### src/rtl/mem_stage_pkg.sv
// Shared MEM-stage definitions: bus widths and the EX->MEM field layout.
// The EX->MEM bus is packed MSB first in the order of the struct below.
package mem_stage_pkg;

    localparam int EX_TO_MEM_W = 109;
    localparam int MEM_TO_WB_W = 70;
    localparam int RF_ZIP_W    = 38;

    typedef struct packed {
        logic        rf_we;
        logic [4:0]  rf_waddr;
        logic [31:0] pc;
        logic [31:0] alu_result;
        logic        ld_b;
        logic        ld_bu;
        logic        ld_h;
        logic        ld_hu;
        logic        ld_w;
        logic        res_from_mul;
        logic        res_from_div;
        logic [31:0] div_result;
    } ex_to_mem_t;

    function automatic logic is_load(input ex_to_mem_t bus);
        return bus.ld_b | bus.ld_bu | bus.ld_h | bus.ld_hu | bus.ld_w;
    endfunction

endpackage

### src/rtl/mem_stage_load_align.sv
// Combinational load alignment: picks the byte/half/word addressed by addr
// out of the SRAM read word and sign- or zero-extends it.
module load_align (
    input  logic [31:0] rdata,
    input  logic [1:0]  addr,
    input  logic        ld_b,
    input  logic        ld_bu,
    input  logic        ld_h,
    input  logic        ld_hu,
    input  logic        ld_w,
    output logic [31:0] load_data
);

    logic [7:0]  byte_sel;
    logic [15:0] half_sel;

    always_comb begin
        byte_sel = rdata[7:0];
        case (addr)
            2'd0: byte_sel = rdata[7:0];
            2'd1: byte_sel = rdata[15:8];
            2'd2: byte_sel = rdata[23:16];
            2'd3: byte_sel = rdata[31:24];
            default: byte_sel = rdata[7:0];
        endcase
        // Halfword selection ignores addr[0]; misaligned halves are not trapped.
        half_sel = addr[1] ? rdata[31:16] : rdata[15:0];

        load_data = 32'd0;
        if (ld_b) begin
            load_data = {{24{byte_sel[7]}}, byte_sel};
        end else if (ld_bu) begin
            load_data = {24'd0, byte_sel};
        end else if (ld_h) begin
            load_data = {{16{half_sel[15]}}, half_sel};
        end else if (ld_hu) begin
            load_data = {16'd0, half_sel};
        end else if (ld_w) begin
            load_data = rdata;
        end
    end

endmodule

### src/rtl/mem_stage.sv
// MEM pipeline stage: holds one instruction, aligns load data, picks the result.
// Optional MEM_RDATA_BUF_EN keeps the first-cycle SRAM word for stalled loads.
module mem_stage
    import mem_stage_pkg::*;
#(
    parameter int EX_TO_MEM_WIDTH = EX_TO_MEM_W,
    parameter int MEM_TO_WB_WIDTH = MEM_TO_WB_W
) (
    input  logic                       clk,
    input  logic                       reset,
    output logic                       mem_allowin,
    input  logic                       ex_to_mem_valid,
    input  logic [EX_TO_MEM_WIDTH-1:0] ex_to_mem_wire,
    input  logic                       wb_allowin,
    output logic                       mem_to_wb_valid,
    output logic [MEM_TO_WB_WIDTH-1:0] mem_to_wb_wire,
    input  logic [31:0]                mul_result,
    input  logic [31:0]                data_sram_rdata,
    output logic [RF_ZIP_W-1:0]        mem_rf_zip
);

    logic                       mem_valid_q, mem_valid_d;
    logic [EX_TO_MEM_WIDTH-1:0] payload_q, payload_d;
    logic                       mem_ready_go;
    logic                       ld_any;
    ex_to_mem_t                 mem_bus;
    logic [31:0]                load_rdata;
    logic [31:0]                load_data;
    logic [31:0]                final_result;

    assign mem_ready_go    = 1'b1;
    assign mem_allowin     = ~mem_valid_q | (mem_ready_go & wb_allowin);
    assign mem_to_wb_valid = mem_valid_q & mem_ready_go;
    assign mem_bus         = ex_to_mem_t'(payload_q);
    assign ld_any          = is_load(mem_bus);

    always_comb begin
        mem_valid_d = mem_valid_q;
        payload_d   = payload_q;
        if (mem_allowin) begin
            mem_valid_d = ex_to_mem_valid;
        end
        if (ex_to_mem_valid && mem_allowin) begin
            payload_d = ex_to_mem_wire;
        end
    end

    always_ff @(posedge clk) begin
        if (reset) begin
            mem_valid_q <= 1'b0;
        end else begin
            mem_valid_q <= mem_valid_d;
        end
        payload_q <= payload_d;
    end

`ifdef MEM_RDATA_BUF_EN
    logic        rbuf_valid_q, rbuf_valid_d;
    logic [31:0] rbuf_data_q, rbuf_data_d;
    logic        handoff;

    assign handoff = mem_to_wb_valid & wb_allowin;

    // Capture only in the first MEM cycle of a load; later stall cycles reuse it.
    always_comb begin
        rbuf_valid_d = rbuf_valid_q;
        rbuf_data_d  = rbuf_data_q;
        if (handoff) begin
            rbuf_valid_d = 1'b0;
        end else if (mem_valid_q && ld_any && !rbuf_valid_q) begin
            rbuf_valid_d = 1'b1;
            rbuf_data_d  = data_sram_rdata;
        end
    end

    always_ff @(posedge clk) begin
        if (reset) begin
            rbuf_valid_q <= 1'b0;
        end else begin
            rbuf_valid_q <= rbuf_valid_d;
        end
        rbuf_data_q <= rbuf_data_d;
    end

    assign load_rdata = rbuf_valid_q ? rbuf_data_q : data_sram_rdata;
`else
    assign load_rdata = data_sram_rdata;
`endif

    load_align u_load_align (
        .rdata     (load_rdata),
        .addr      (mem_bus.alu_result[1:0]),
        .ld_b      (mem_bus.ld_b),
        .ld_bu     (mem_bus.ld_bu),
        .ld_h      (mem_bus.ld_h),
        .ld_hu     (mem_bus.ld_hu),
        .ld_w      (mem_bus.ld_w),
        .load_data (load_data)
    );

    always_comb begin
        final_result = mem_bus.alu_result;
        if (ld_any) begin
            final_result = load_data;
        end else if (mem_bus.res_from_mul) begin
            final_result = mul_result;
        end else if (mem_bus.res_from_div) begin
            final_result = mem_bus.div_result;
        end
    end

    assign mem_to_wb_wire = {mem_bus.rf_we, mem_bus.rf_waddr, mem_bus.pc, final_result};
    assign mem_rf_zip     = {mem_bus.rf_we & mem_valid_q, mem_bus.rf_waddr, final_result};

endmodule

### config.mk
export PLATFORM = sky130hd
export DESIGN_NAME = mem_stage
export DESIGN_NICKNAME = d
export VERILOG_FILES = /design/src/rtl/mem_stage_pkg.sv /design/src/rtl/mem_stage_load_align.sv /design/src/rtl/mem_stage.sv
export SDC_FILE = /design/constraint.sdc
export NUM_CORES = 1
export LEC_CHECK = 0
export BUFFER_PORTS_ARGS = -buffer_cell sky130_fd_sc_hd__buf_2
export CAP_MARGIN = 20
export CORE_MARGIN = 10
export CORE_UTILIZATION = 40
export CTS_BUF_LIST = sky130_fd_sc_hd__clkbuf_8
export DETAILED_ROUTE_END_ITERATION = 16
export PLACE_DENSITY = 0.74
export SLEW_MARGIN = 25
export SYNTH_ARGS = -nofsm -noshare
export SYNTH_HDL_FRONTEND = slang
export SYNTH_SLANG_ARGS = --single-unit
### constraint.sdc
create_clock -name clk -period 4.65 [get_ports clk]
set_input_delay 1.395 -clock clk [delete_from_list [all_inputs] [get_ports clk]]
set_output_delay 1.395 -clock clk [all_outputs]
set_load 0.05 [all_outputs]
==> flow_metrics.env, run 1 <==
export IMPL_status="complete, no violations"
export IMPL_p_seq_share_pct=48.2
export IMPL_switching_share_pct=36.4
export IMPL_ctsHoldBuffers=0
export IMPL_h_tree_depth=3
export IMPL_rsz0062_at_grt="no"
export IMPL_vias=4173
export IMPL_min_period_ps=4480
export IMPL_synth_xor_area_share_pct=0
export IMPL_die_w_um=139
export IMPL_cts_sinks=110
export IMPL_ios=287
export IMPL_p_int_uw=1560
export IMPL_synth_top_area_share_pct=58.2
export IMPL_setup_violations=0
export IMPL_cts_tree="done"
export IMPL_clk_latency_ps=380
export IMPL_area_delta_synth_final_pct=22.4
export IMPL_ys_async_sr_fraction_pct=0
export IMPL_min_period_over_period_pct=96.4
export IMPL_hold_slack_ps=551
export IMPL_vias_per_cell=5.14
export IMPL_start_util_pct=40.7
export IMPL_grt_max_degree=58
export IMPL_worst_slew_pin_slew_ps=794
export IMPL_core_area_mm2=0.0138
export IMPL_relSlewSlack_pct=47.0
export IMPL_drt_wl_total_um=18500
export IMPL_die_h_um=139
export IMPL_synth_simple_gate_area_share_pct=3.02
export IMPL_fp_dieArea_mm2=0.0192
export IMPL_critPathCaptureType="output pin"
export IMPL_ys_seq_area_share_pct=58.5
export IMPL_antenna_found_initial=1
export IMPL_p_comb_share_pct=29.3
export IMPL_multi_input_area_mm2=0.00164
export IMPL_cts_buffers=9
export IMPL_layout_cells_non_filler=812
export IMPL_timing_rr_start="mem_to_wb_valid$_SDFFE_PP0N_"
export IMPL_antenna_left=0
export IMPL_synthTopCellsByCount="109 x edfxtp_1, 75 x buf_4, 51 x a21oi_1"
export IMPL_hold_class="reg2reg"
export IMPL_fin_worst_skew_ps=7.19
export IMPL_synth_compound_area_share_pct=12.5
export IMPL_cts_clk_slew_worst_paths_ps=110
export IMPL_root_buffer="clkbuf_8"
export IMPL_seqCellArea_mm2=0.00329
export IMPL_path_class="in2out"
export IMPL_hold_start="mem_to_wb_valid$_SDFFE_PP0N_"
export IMPL_power_uw=2450
export IMPL_dp_hpwl_um=14900
export IMPL_slew_violations=0
export IMPL_crit_start="data_sram_rdata[31]"
export IMPL_rows=43
export IMPL_required_ps=3250
export IMPL_p_clk_share_pct=22.4
export IMPL_gr_total_overflow=0
export IMPL_place_area_mm2=0.00671
export IMPL_ctsLongestPathBuffers=2
export IMPL_grt_use_total_pct=18.4
export IMPL_globalplace_congestion=0.865
export IMPL_drt_iter0_drc=225
export IMPL_synth_mux_area_fraction_pct=13.5
export IMPL_grt_pass1_wl_um=27300
export IMPL_antenna_cells=0
export IMPL_synth_top_family_by_area="multiplexers"
export IMPL_drive_gt1_share_pct=54.9
export IMPL_yosys_warnings=0
export IMPL_p_per_area_mw_per_mm2=356
export IMPL_synth_nets=596
export IMPL_syn_cell_area_mm2=0.00563
export IMPL_maxCapViolCount=0
export IMPL_synth_most_common_cell="edfxtp_1"
export IMPL_synth_fa_ha_area_share_pct=0
export IMPL_p_sw_uw=893
export IMPL_synth_top_area_cell="edfxtp_1"
export IMPL_numPortBuffers=286
export IMPL_synth_edff_count=109
export IMPL_design_area_mm2=0.00689
export IMPL_ir_worst_vdd_mv=0.201
export IMPL_first_global_vias=4487
export IMPL_synthFlopType="edfxtp_1"
export IMPL_synth_cell_types=35
export IMPL_p_leak_uw=0.00308
export IMPL_drc=0
export IMPL_setup_tns_ps=0
export IMPL_fin_nets=804
export IMPL_dr_pass1_iters=5
export IMPL_yosys_top_cells_area="edfxtp_1 58%, buf_4 10%, mux2i_1 5.9%"
export IMPL_postCtsSetupBuffers=0
export IMPL_worstPathMaxFanout=11
export IMPL_n_fill_cell=1223
export IMPL_syn_inst=419
export IMPL_cp_start_kind="input port"
export IMPL_post_cts_resized=0
export IMPL_hold_violations=0
export IMPL_crit_arrival_ps=3090
export IMPL_placedCellCount=796
export IMPL_wl_per_cell_um=22.8
export IMPL_syn_area_per_cell_um2=13.4
export IMPL_timing_fmax_mhz=223
export IMPL_ys_ff_latch=110
[cells by family (layout without fill, tap and decap cells)]
family / after synthesis / in the layout
and+or+nand+nor: 30 / 30
buffers and inverters: 104 / 317
AOI/OAI and AO/OA: 110 / 110
DFF: 110 / 110
muxes: 65 / 65
[path summary, 6_finish.rpt]
check,end,slack [ps],cells past startpoint
setup / recovery,mem_rf_zip[25],170,7
hold / removal,mem_to_wb_valid$_SDFFE_PP0N_,550,2
setup reg to reg,mem_bus[52]$_DFFE_PP_,2780,3
hold reg to reg,mem_to_wb_valid$_SDFFE_PP0N_,550,2
[power by group through the flow]
stage          sequential (uW)  clock [uW]  combinational, uW
3_5_place_dp              1210           0                723
2_1_floorplan             1200           0                574
4_1_cts                   1180         570                725
3_3_place_gp              1200           0                716
6_report                  1180         550                719
5_1_grt                   1190         601                755
[placed cells by master (no fill, tap or decap), types with 2 or more instances in the layout]
master	n
clkinv_4	2
a22oi_1	4
a211o_1	2
edfxtp_1	109
a21oi_1	51
inv_8	2
o211ai_1	2
nor2b_1	13
nor3_1	2
o221ai_1	4
mux4_2	6
o21ai_0	6
inv_1	4
mux2i_1	33
a221oi_1	6
a211oi_1	5
nand2_1	5
a21o_1	16
buf_2	286
o31ai_1	5
mux2_2	26
nor2_1	3
buf_4	11
clkbuf_8	9
a22o_1	6
[stage by stage]
stage	worst slack (ps)	utilization [%]
global placement	253	48.5
CTS	164	49.8
global route	79.2	49.8
floorplan	6.92	-
finish	166	49.8
detailed placement	161	48.5
[area by class of cell]
class | instances | share of cell area (%)
Clock buffer | 9 | 1.80
Tap cell | 180 | 3.27
Clock inverter | 7 | 0.818
Inverter | 3 | 0.164
Timing Repair Buffer | 298 | 22.3
Multi-Input combinational cell | 205 | 23.9
Sequential cell | 110 | 47.8
[layer usage]
layer,global-route usage [%],up-vias,wire length [um]
met5,0,-,0
met4,6.05,0,325
met3,6.54,19,1790
met2,30.7,235,9210
met1,21.5,1989,7200
li1,-,1930,-
[worst max-delay path, stage by stage]
cell     delay (ps)
buf_2           140
mux4_2          510
a22o_1          350
buf_4           240
a21oi_1         140
a21oi_1          80
buf_2           230
[registers in the layout, indices dropped and copies added (netlist names)]
| register | count |
|---|---|
| mem_to_wb_valid | 1 |
| mem_bus | 109 |
(Power assumes the default switching activity.)
==> run 2: changes to the inputs <==
- CORE_ASPECT_RATIO: default -> 0.9
- CORE_UTILIZATION: 40 -> 43
- GPL_ROUTABILITY_DRIVEN: default -> 0
- PLACE_DENSITY: 0.74 -> 0.78
==> flow_metrics.env, run 2 (synthesis gave the netlist of run 1 again) <==
export IMPL_status="complete, no violations"
export IMPL_reg2reg_slack_ps=2840
export IMPL_ios=287
export IMPL_n_fill_cell=1056
export IMPL_timing_fmax_mhz=222
export IMPL_area_delta_synth_final_pct=24.2
export IMPL_crit_end="mem_to_wb_wire[20]"
export IMPL_drc=0
export IMPL_relSlewSlack_pct=40.6
export IMPL_path_class="in2out"
export IMPL_maxCapViolCount=0
export IMPL_grt_pass1_wl_um=27600
export IMPL_start_util_pct=44.2
export IMPL_fp_dieArea_mm2=0.0181
export IMPL_h_tree_depth=3
export IMPL_drive_gt1_share_pct=55.4
export IMPL_final_common_cell="buf_2"
export IMPL_antenna_left=0
export IMPL_hold_class="reg2reg"
export IMPL_ctsHoldBuffers=0
export IMPL_grt_use_total_pct=20.0
export IMPL_crit_arrival_ps=3110
export IMPL_postCtsSetupBuffers=0
export IMPL_antenna_found_initial=3
export IMPL_design_area_mm2=0.00699
export IMPL_cpPeakStageDelay_ps=500
export IMPL_ir_worst_vdd_mv=0.535
export IMPL_power_uw=2570
export IMPL_first_global_vias=4520
export IMPL_cp_start_kind="input port"
export IMPL_vias_per_cell=5.19
export IMPL_hold_violations=0
export IMPL_place_area_mm2=0.00674
export IMPL_layout_cells_non_filler=801
export IMPL_hold_slack_ps=572
export IMPL_dr_pass1_iters=5
export IMPL_fin_nets=806
export IMPL_setup_tns_ps=0
export IMPL_worst_slew_pin_slew_ps=891
export IMPL_root_buffer="clkbuf_8"
export IMPL_vias=4155
export IMPL_critPathSlowestCell="mux4_2"
export IMPL_dp_hpwl_um=15100
export IMPL_p_per_area_mw_per_mm2=368
export IMPL_gr_total_overflow=0
export IMPL_cts_clk_slew_worst_paths_ps=100
export IMPL_post_cts_resized=0
export IMPL_min_period_over_period_pct=96.9
export IMPL_placedCellCount=782
export IMPL_cts_tree="done"
export IMPL_grt_max_degree=63
export IMPL_rows=39
export IMPL_die_h_um=129
export IMPL_rsz0062_at_grt="no"
export IMPL_cts_sinks=110
export IMPL_worstPathMaxFanout=11
export IMPL_rr_worst_depth=3
export IMPL_r2r_end="mem_bus[91]$_DFFE_PP_"
export IMPL_clk_latency_ps=380
export IMPL_die_w_um=141
export IMPL_cts_buffers=9
export IMPL_fin_worst_skew_ps=5.20
export IMPL_timing_rr_start="mem_to_wb_valid$_SDFFE_PP0N_"
export IMPL_cp_common_cell="a21oi_1"
export IMPL_drt_wl_total_um=18700
export IMPL_critPathCaptureType="output pin"
export IMPL_largest_reg_flops=109
export IMPL_slew_violations=0
export IMPL_min_period_ps=4510
export IMPL_required_ps=3250
export IMPL_crit_chain="buf_2 > mux4_2 > a22o_1 > a21oi_1 > a21oi_1 > buf_4 > buf_12"
export IMPL_drt_iter0_drc=280
export IMPL_wl_per_cell_um=23.3
export IMPL_ctsLongestPathBuffers=2
export IMPL_setup_violations=0
export IMPL_final_cell_mix="284 x buf_2, 109 x edfxtp_1, 51 x a21oi_1, 33 x mux2i_1, 26 x mux2_2"
export IMPL_crit_start="data_sram_rdata[31]"
export IMPL_core_area_mm2=0.0127
export IMPL_p_leak_uw=0.00313
export IMPL_numPortBuffers=286
## run 2: cell type report
cell class / count / area [um^2] / area share, %
antenna: 3 / 7.51 / 0.107
tap: 164 / 205 / 2.94
multi-input combinational: 205 / 1640 / 23.5
clock buffer: 9 / 124 / 1.77
sequential: 110 / 3290 / 47.1
timing repair buffer: 300 / 1590 / 22.8
clock inverter: 7 / 111 / 1.59
inverter: 3 / 11.3 / 0.161
## run 2: worst min path at each step
stage	startpoint	cells past startpoint	end	slack, ps
2_1_floorplan	mem_to_wb_valid$_SDFFE_PP0N_	2	mem_to_wb_valid$_SDFFE_PP0N_	1120
3_3_place_gp	mem_to_wb_valid$_SDFFE_PP0N_	2	mem_to_wb_valid$_SDFFE_PP0N_	510
3_5_place_dp	mem_to_wb_valid$_SDFFE_PP0N_	2	mem_to_wb_valid$_SDFFE_PP0N_	550
4_1_cts	mem_to_wb_valid$_SDFFE_PP0N_	2	mem_to_wb_valid$_SDFFE_PP0N_	570
5_1_grt	mem_to_wb_valid$_SDFFE_PP0N_	2	mem_to_wb_valid$_SDFFE_PP0N_	590
6_report	mem_to_wb_valid$_SDFFE_PP0N_	2	mem_to_wb_valid$_SDFFE_PP0N_	570
## run 2: where the power goes
group	internal, uW	switching [uW]	total (uW)
Sequential	1160	22.5	1180
Combinational	209	522	731
Clock	315	346	660
Total	1680	890	2570
## run 2: critical path, delay by kind of cell
kind | cells | cell delay (ps)
compound gates | 3 | 720
mux | 1 | 500
buf+inv | 3 | 490
## run 2: stage by stage
stage | utilization (%) | setup WS (ps)
CTS | 54.8 | 192
global route | 54.8 | 69.8
finish | 54.9 | 142
floorplan | - | 6.92
detailed placement | 53.0 | 188
global placement | 53.0 | 242
## run 2: layer usage
| layer | GRT usage [%] | part of all wire (%) | vias to the layer above |
|---|---|---|---|
| met5 | 0 | 0.070 | - |
| met3 | 9.05 | 10 | 15 |
| met2 | 36.1 | 53 | 222 |
| met1 | 21.2 | 36 | 1975 |
| li1 | - | - | 1941 |
| met4 | 4.37 | 1.3 | 2 |
